**config.mk**
```make
export PLATFORM = sky130hd
export DESIGN_NAME = sound_cue_scheduler_flat
export DESIGN_NICKNAME = d
export VERILOG_FILES = /design/src/rtl/sound_cue_scheduler_if.sv /design/src/rtl/sound_cue_scheduler.sv /design/src/flat_wrapper.sv
export SDC_FILE = /design/constraint.sdc
export NUM_CORES = 1
export LEC_CHECK = 0
export ABC_AREA = 1
export CORE_ASPECT_RATIO = 0.6
export CORE_MARGIN = 8
export CORE_UTILIZATION = 38
export DETAILED_ROUTE_END_ITERATION = 10
export PLACE_DENSITY = 0.57
export REMOVE_ABC_BUFFERS = 1
export SYNTH_ARGS = -nofsm -noshare
export SYNTH_HDL_FRONTEND = slang
export SYNTH_SLANG_ARGS = --single-unit
```
**constraint.sdc**
```tcl
create_clock -name PCLK -period 1.55 [get_ports PCLK]
set_input_delay 0.31 -clock PCLK [delete_from_list [all_inputs] [get_ports PCLK]]
set_output_delay 0.31 -clock PCLK [all_outputs]
set_load 0.03 [all_outputs]
```
**src/rtl/sound_cue_scheduler_if.sv**
```systemverilog
// Request/mute inputs and sound-board outputs of the sound cue scheduler.
interface sound_cue_scheduler_if #(
    parameter int unsigned NUM_REQ = 4
);
    logic [NUM_REQ-1:0] req;
    logic               mute;
    logic [5:0]         selection;
    logic               sound_reset;
    logic               busy;
    logic [2:0]         grant_id;
    logic               done;
    logic [NUM_REQ-1:0] pending;

    modport master (
        output req, mute,
        input  selection, sound_reset, busy, grant_id, done, pending
    );

    modport slave (
        input  req, mute,
        output selection, sound_reset, busy, grant_id, done, pending
    );
endinterface

```
**src/rtl/sound_cue_scheduler.sv**
```systemverilog
// Shares the sound board between game-event requesters: edge capture, fixed priority, reset/hold/gap sequencing.
// Optional SOUND_CUE_PREEMPT_EN lets a higher-priority request abort a cue in SEL or GAP.
module sound_cue_scheduler #(
    parameter int unsigned NUM_REQ     = 4,
    parameter int unsigned RST_CYCLES  = 4,
    parameter int unsigned HOLD_CYCLES = 15000,
    parameter int unsigned GAP_CYCLES  = 1000,
    parameter int unsigned CNT_W       = 16
) (
    input  logic                  PCLK,
    input  logic                  PRESERN,
    sound_cue_scheduler_if.slave  bus
);
    localparam int unsigned SEL_W = 6;
    localparam int unsigned ID_W  = 3;

    typedef enum logic [1:0] {
        ST_IDLE,
        ST_RST,
        ST_SEL,
        ST_GAP
    } state_e;

    state_e             state_q, state_d;
    logic [CNT_W-1:0]   cnt_q, cnt_d;
    logic [NUM_REQ-1:0] req_q;
    logic [NUM_REQ-1:0] pending_q, pending_d;
    logic [ID_W-1:0]    grant_q, grant_d;
    logic [SEL_W-1:0]   sel_q, sel_d;
    logic               srst_q, srst_d;
    logic               busy_q, busy_d;
    logic               done_q, done_d;

    logic [NUM_REQ-1:0] edge_c;
    logic [NUM_REQ-1:0] clr_c;
    logic [ID_W-1:0]    winner_c;

    // Lowest set index wins; bit 0 is the highest priority.
    function automatic logic [ID_W-1:0] lowest_idx(input logic [NUM_REQ-1:0] v);
        logic [ID_W-1:0] idx;
        idx = '0;
        for (int i = NUM_REQ - 1; i >= 0; i--) begin
            if (v[i]) idx = ID_W'(i);
        end
        return idx;
    endfunction

    assign edge_c   = bus.req & ~req_q;
    assign winner_c = lowest_idx(pending_q);

`ifdef SOUND_CUE_PREEMPT_EN
    logic [NUM_REQ-1:0] below_mask_c;
    logic               preempt_c;

    always_comb begin
        below_mask_c = '0;
        for (int i = 0; i < NUM_REQ; i++) begin
            below_mask_c[i] = (ID_W'(i) < grant_q);
        end
    end

    assign preempt_c = |(pending_q & below_mask_c);
`endif

    // Next-state, counter and pending bookkeeping; output values follow the next state.
    always_comb begin
        state_d   = state_q;
        cnt_d     = cnt_q;
        grant_d   = grant_q;
        done_d    = 1'b0;
        clr_c     = '0;
        pending_d = pending_q;

        if (bus.mute) begin
            state_d   = ST_IDLE;
            cnt_d     = '0;
            pending_d = '0;
        end else begin
            unique case (state_q)
                ST_IDLE: begin
                    if (|pending_q) begin
                        state_d          = ST_RST;
                        grant_d          = winner_c;
                        clr_c[winner_c]  = 1'b1;
                        cnt_d            = CNT_W'(RST_CYCLES - 1);
                    end
                end
                ST_RST: begin
                    if (cnt_q == '0) begin
                        state_d = ST_SEL;
                        cnt_d   = CNT_W'(HOLD_CYCLES - 1);
                    end else begin
                        cnt_d = cnt_q - CNT_W'(1);
                    end
                end
                ST_SEL: begin
                    if (cnt_q == '0) begin
                        state_d = ST_GAP;
                        cnt_d   = CNT_W'(GAP_CYCLES - 1);
                    end else begin
                        cnt_d = cnt_q - CNT_W'(1);
                    end
                end
                ST_GAP: begin
                    if (cnt_q == '0) begin
                        state_d = ST_IDLE;
                        done_d  = 1'b1;
                    end else begin
                        cnt_d = cnt_q - CNT_W'(1);
                    end
                end
                default: state_d = ST_IDLE;
            endcase

`ifdef SOUND_CUE_PREEMPT_EN
            // Abort the running cue in favour of a higher-priority pending request.
            if ((state_q == ST_SEL || state_q == ST_GAP) && preempt_c) begin
                state_d         = ST_RST;
                grant_d         = winner_c;
                clr_c           = '0;
                clr_c[winner_c] = 1'b1;
                cnt_d           = CNT_W'(RST_CYCLES - 1);
                done_d          = 1'b0;
            end
`endif

            // A fresh edge in the grant cycle wins over the clear.
            pending_d = (pending_q & ~clr_c) | edge_c;
        end

        sel_d  = {SEL_W{1'b1}};
        if (state_d == ST_SEL) sel_d[grant_d] = 1'b0;
        srst_d = (state_d == ST_RST);
        busy_d = (state_d != ST_IDLE);
    end

    always_ff @(posedge PCLK or negedge PRESERN) begin
        if (!PRESERN) begin
            state_q   <= ST_IDLE;
            cnt_q     <= '0;
            req_q     <= '0;
            pending_q <= '0;
            grant_q   <= '0;
            sel_q     <= {SEL_W{1'b1}};
            srst_q    <= 1'b0;
            busy_q    <= 1'b0;
            done_q    <= 1'b0;
        end else begin
            state_q   <= state_d;
            cnt_q     <= cnt_d;
            req_q     <= bus.req;
            pending_q <= pending_d;
            grant_q   <= grant_d;
            sel_q     <= sel_d;
            srst_q    <= srst_d;
            busy_q    <= busy_d;
            done_q    <= done_d;
        end
    end

    assign bus.selection   = sel_q;
    assign bus.sound_reset = srst_q;
    assign bus.busy        = busy_q;
    assign bus.grant_id    = grant_q;
    assign bus.done        = done_q;
    assign bus.pending     = pending_q;

endmodule

```
**src/flat_wrapper.sv**
```systemverilog
// flat-port wrapper written by rule: the top's interface ports become plain ports
module sound_cue_scheduler_flat 
#(
    parameter int unsigned NUM_REQ     = 4,
    parameter int unsigned RST_CYCLES  = 4,
    parameter int unsigned HOLD_CYCLES = 15000,
    parameter int unsigned GAP_CYCLES  = 1000,
    parameter int unsigned CNT_W       = 16
)
  (PCLK, PRESERN, bus_req, bus_mute, bus_selection, bus_sound_reset, bus_busy, bus_grant_id, bus_done, bus_pending);
  sound_cue_scheduler_if #(.NUM_REQ(NUM_REQ)) bus_i ();
  input  logic PCLK;
  input  logic PRESERN;
  input wire logic [$bits(bus_i.req)-1:0] bus_req;
  input wire logic [$bits(bus_i.mute)-1:0] bus_mute;
  output wire logic [$bits(bus_i.selection)-1:0] bus_selection;
  output wire logic [$bits(bus_i.sound_reset)-1:0] bus_sound_reset;
  output wire logic [$bits(bus_i.busy)-1:0] bus_busy;
  output wire logic [$bits(bus_i.grant_id)-1:0] bus_grant_id;
  output wire logic [$bits(bus_i.done)-1:0] bus_done;
  output wire logic [$bits(bus_i.pending)-1:0] bus_pending;
  assign bus_i.req = bus_req;
  assign bus_i.mute = bus_mute;
  assign bus_selection = bus_i.selection;
  assign bus_sound_reset = bus_i.sound_reset;
  assign bus_busy = bus_i.busy;
  assign bus_grant_id = bus_i.grant_id;
  assign bus_done = bus_i.done;
  assign bus_pending = bus_i.pending;
  sound_cue_scheduler #(.NUM_REQ(NUM_REQ), .RST_CYCLES(RST_CYCLES), .HOLD_CYCLES(HOLD_CYCLES), .GAP_CYCLES(GAP_CYCLES), .CNT_W(CNT_W)) u_core (.PCLK(PCLK), .PRESERN(PRESERN), .bus(bus_i));
endmodule
```
======== After elaboration in Yosys (flattened, before gate mapping) ========
Cells that the tools add are included.
operators by class
  $add $sub $neg .......................... 1
  multiply operators ...................... 0
  div/mod/pow operators ................... 0
  magnitude comparators ................... 4
  equal/unequal tests ..................... 7
  shifts and indexed selects .............. 0
  muxes and demuxes ....................... 31
  bitwise operators ....................... 6
  reductions and logical operators ........ 7
operators by type and width
  kind                                                                      count
  16-bit two-way mux                                                        5
  16-bit one-hot mux with 4 select lines                                    1
  16-bit zero test                                                          1
  4-bit two-way mux                                                         4
  16-bit by 1-bit subtractor with 16-bit output (second input constant)     1
  3-bit two-way mux                                                         5
  2-bit two-way mux                                                         7
  4-bit bitwise AND                                                         2
  4-bit inverter                                                            2
  2-bit one-hot mux with 4 select lines                                     1
  2-bit == test (second input constant)                                     3
  3-bit by 1-bit >= comparator with 1-bit output (second input constant)    2
  6-bit two-way mux                                                         1
  6-bit inverter                                                            1
  1-bit two-way mux                                                         5
  2-bit by 1-bit == test with 1-bit output (second input constant)          2
  3-bit by 4-bit < comparator with 1-bit output (second input constant)     1
  4-bit bitwise OR                                                          1
  4-bit OR reduction                                                        1
  1-bit demux with 3-bit select                                             1
  3-bit < comparator (second input constant)                                1
  3-bit by 2-bit inequality test with 1-bit output (second input constant)  1
  3-bit inequality test (second input constant)                             1
  1-bit demux with 2-bit select                                             1
  4 further kinds                                                           5
word-level totals
  register bits ........................... 38
  latch bits .............................. 0
  memory bits (writable) .................. 0
  bits in read-only memories .............. 0
  input bits .............................. 7
  word-level logic and storage cells ...... 65
  memories ................................ 0

======== Logic depth before layout (Yosys ltp) ========
  depth in word-level cells ............... 15
  mapped depth ............................ 11
  mapped depth without buffers ............ 11

======== Worst setup path before layout ========
Ideal clock, no wire load.
  path type ............................... register to register
  from .................................... reg u_core.cnt_q[0]
  to ...................................... reg u_core.cnt_q[3]
  data arrival time ....................... 1.359 ns
  data required time ...................... 1.437 ns
  path slack .............................. 0.078 ns
  stages on the path, launching flop included .. 10
  path buffers ............................ 0
  period minus slack after synthesis ...... 1.472 ns
  cell sequence ........................... dfrtp_1 -> inv_1 -> ha_1 -> nand3_1 -> nor2_4 -> nand3_1 -> o211ai_1 -> nand2_1 -> nand2_1 -> inv_1
on the way
  longest elaborated chain between the ends .. 4
ends and longest elaborated chain
  item                                                                                      line                                                                              text
  from (decl)                                                                               sound_cue_scheduler.sv:25                                                         logic [CNT_W-1:0] cnt_q, cnt_d;
  from (signal assigned)                                                                    sound_cue_scheduler.sv:150                                                        cnt_q <= cnt_d;
  16-bit by 1-bit subtractor with 16-bit output / 16-bit zero test (equally long branches)  -
  16-bit two-way mux, on equally long branches                                              sound_cue_scheduler.sv:105, sound_cue_scheduler.sv:89, sound_cue_scheduler.sv:97
  16-bit one-hot mux with 4 select lines                                                    sound_cue_scheduler.sv:79                                                         unique case (state_q)
  16-bit two-way mux                                                                        sound_cue_scheduler.sv:74                                                         if (bus.mute) begin
Parallel ways exist; a longest one is shown, timed or not. The select of a mux whose other input is x is not followed.
A chain may end at the register's enable or synchronous reset.

======== Worst setup path after layout ========
  from .................................... reg u_core.cnt_q[12]
  to ...................................... reg u_core.sel_q[0], in the netlist u_core.bus.selection[0]
on the way
  longest elaborated chain between the ends .. 6
ends and longest elaborated chain
  item                                         line                                                                              text
  16-bit zero test *                           sound_cue_scheduler.sv:89, sound_cue_scheduler.sv:97, sound_cue_scheduler.sv:105
  2-bit two-way mux, on equally long branches  sound_cue_scheduler.sv:105, sound_cue_scheduler.sv:89, sound_cue_scheduler.sv:97
  2-bit one-hot mux with 4 select lines *      sound_cue_scheduler.sv:79
  2-bit two-way mux *                          sound_cue_scheduler.sv:74
  net u_core.state_d[1]                        sound_cue_scheduler.sv:24                                                         state_e state_q, state_d;
  2-bit == test *                              sound_cue_scheduler.sv:132                                                        if (state_d == ST_SEL) sel_d[grant_d] = 1'b0;
  6-bit two-way mux *                          sound_cue_scheduler.sv:132
  net u_core.sel_d[0]                          sound_cue_scheduler.sv:29                                                         logic [SEL_W-1:0] sel_q, sel_d;
  to (signal assigned)                         sound_cue_scheduler.sv:144                                                        sel_q <= {SEL_W{1'b1}};
  to (signal assigned)                         sound_cue_scheduler.sv:154                                                        sel_q <= sel_d;
  to (decl)                                    sound_cue_scheduler.sv:29
Mark *: on every way through the listed nets, which the timed path passes. The rest lies on a longest branch.

==> summary.txt <==
status = finished, violations left
failing checks = negative setup slack
EDFF count, synth = 0
vias = 1880
area of the multi-input gates = 1176 um2
DRT iter0 DRCs = 93
first-pass GRT wire length = 8521 um
Avg Synthesized Cell Area = 7.824 um2
Yosys warnings = 0
average vias per placed instance = 4.665
Total Routed Length = 5549 um
hold_ws = 0.4028 ns
ANT cells = 0
Clock Skews = 0.007329 ns
cts bufs inserted = 5
setup slack after layout = -0.02614 ns
RSZ-0062 raised after global routing = yes
final setup vio count = 6
HP Class = input pin to flip-flop
Core Area = 5155 um2
Worst Setup Path Type = flip-flop to flip-flop
Worst setup EP type = flip-flop
PD cells = 2398 nW/um2
Layout fillers = 456
fmax = 0.6345 GHz
Distinct cells, synth = 28
Seq. cell area = 959.7 um2
Static Leakage = 1.615 nW
crit path max fanout = 7
Total GRT Usage = 13.12%
vias in the first global route = 1738
Slew HR = 68.24%
clk buf depth = 2
Worst Tran Pin Value = 0.4763 ns
Mapped Cells = 265
min cycle time layout = 1.576 ns
port bufs = 22
Slew Viols, Final = 0
layout cells sized above 1 = 36.50%
I/O pin count = 23
Mapped Area = 2073 um2
WP data arrival = 1.80 ns
wire per inst = 13.77 um
GP Congestion = 0.8071
Req. time, crit path = 1.77 ns
most common cell after layout, fill and taps aside = nand2_1
FFs w/ async S/R, synth = 100.0%
Worst-path clk slew = 0.08 ns
ys flop type = dfrtp_1
drt first pass iters = 4
VDD IR max = 0.0008677 V
post-route clock period utilization = 101.7%
Nets = 345
Final Hold Vio Count = 0
fin cells = 403
Initial Util = 40.22%
Site Rows = 20
Detail Route Antenna Nets = 0
Seq cells post-synth = 38
Power, Total = 7.429 mW
residual DRC count = 0
Die Wd = 111.4 um
commonest cells after routing, fill and taps aside = nand2_1, buf_4, inv_1
Final HPWL DP = 3980 um
CTS tree = yes
htree depth = 2
largest net degree at the start of global routing = 22
CTS sink cnt = 38
Syn-to-layout area delta = 49.43%
Core Util, Final = 60.10%
insertion delay to the later sink of the worst-skew pair = 0.30 ns
Clk Tree Root Cell = clkbuf_8
r2r setup slk = -0.03 ns
antenna violations before repair = 0
crit path launch type = flip-flop
TNS Setup = -0.06194 ns
Seq/Total Area, Yosys = 46.23%
total gr overflow = 0
die area = 8153 um2
Cells after DPL = 388
Max Cap Viol = 0
Die Height = 73.22 um
-- worst max-delay path: stages, from the launching register on --
cell,delay (ns)
dfrtp_1,0.40
nor2_2,0.19
buf_4,0.15
nand2_2,0.04
nor2_1,0.09
nand4_1,0.18
a21oi_4,0.33
nand3_2,0.11
-- power breakdown --
part	switching, mW	internal (mW)
Sequential	0.186	1.24
Combinational	2.90	2.03
Clock	0.390	0.687
-- cells by family after synthesis --
group	synth area share, %
AO/OA/AOI/OAI	4.647
XOR/XNOR	5.069
adder cells (fa/ha/maj)	1.207
buffers and inverters	8.329
flip-flops	46.23
AND/OR/NAND/NOR	34.52
-- path summary, 6_finish.rpt --
kind / start / end / cells after the start
max: u_core.cnt_q[12] / u_core.bus.selection[0] / 7
max reg2reg: u_core.cnt_q[12] / u_core.bus.selection[0] / 7
min in group asynchronous: PRESERN / u_core.cnt_q[8] / 2
max in group asynchronous: PRESERN / u_core.bus.selection[5] / 3
min reg2reg: u_core.req_q[3] / u_core.bus.pending[3] / 3
min: bus_mute / u_core.state_q[1] / 2
-- registers in the layout (all words and copies together) (netlist names) --
name / flops
u_core.bus.busy: 1
u_core.bus.done: 1
u_core.bus.grant_id: 3
u_core.bus.pending: 4
u_core.bus.selection: 6
u_core.bus.sound_reset: 1
u_core.cnt_q: 16
u_core.req_q: 4
u_core.state_q: 2
-- per-stage QoR --
stage	instance area, um2	setup WS, ns
global route	3098	-0.08463
detailed placement	2668	-0.2569
finish	3098	-0.02614
global placement	2668	-0.1998
floorplan	2054	0.07794
CTS	2858	0.001620
-- cells in the mapped netlist, types with 2 or more instances --
| cell type | instances | area share [%] |
|---|---|---|
| a21oi_1 | 4 | 0.97 |
| dfrtp_1 | 32 | 39 |
| dfstp_2 | 6 | 7.6 |
| ha_1 | 2 | 1.2 |
| inv_1 | 38 | 6.9 |
| inv_2 | 3 | 0.54 |
| nand2_1 | 83 | 15 |
| nand2_2 | 2 | 0.60 |
| nand2_4 | 2 | 1.1 |
| nand3_1 | 21 | 5.1 |
| nand3_4 | 2 | 1.7 |
| nand4_1 | 3 | 0.91 |
| nor2_1 | 29 | 5.3 |
| nor2_2 | 4 | 1.2 |
| nor2_4 | 5 | 2.7 |
| nor3_1 | 2 | 0.48 |
| o21ai_0 | 4 | 0.97 |
| o21ai_1 | 3 | 0.72 |
| xnor2_1 | 5 | 2.1 |
| xor2_1 | 7 | 3.0 |
-- metal layers --
| layer | wire length (um) | GRT usage, % |
|---|---|---|
| met5 | 0 | 0 |
| met3 | 313 | 4.105 |
| met2 | 2220 | 16.55 |
| met1 | 2938 | 19.68 |
| met4 | 76 | 4.552 |
-- cell type report --
cell class | instances | area share (%)
clock inverter | 2 | 1.939
inverter | 41 | 4.968
sequential | 38 | 30.98
tap | 66 | 2.666
timing repair buffer | 66 | 18.82
multi-input combinational | 184 | 37.96
clock buffer | 6 | 2.666
-- repair_timing --
item,4_1_cts,5_1_grt
gates resized for setup,31,51
endpoints found under the setup margin,40,28
pin swaps,2,15
endpoints found under the hold margin,15,0
setup buffers,0,6
hold buffers,1,0
Power figures use the tool's default switching activity.
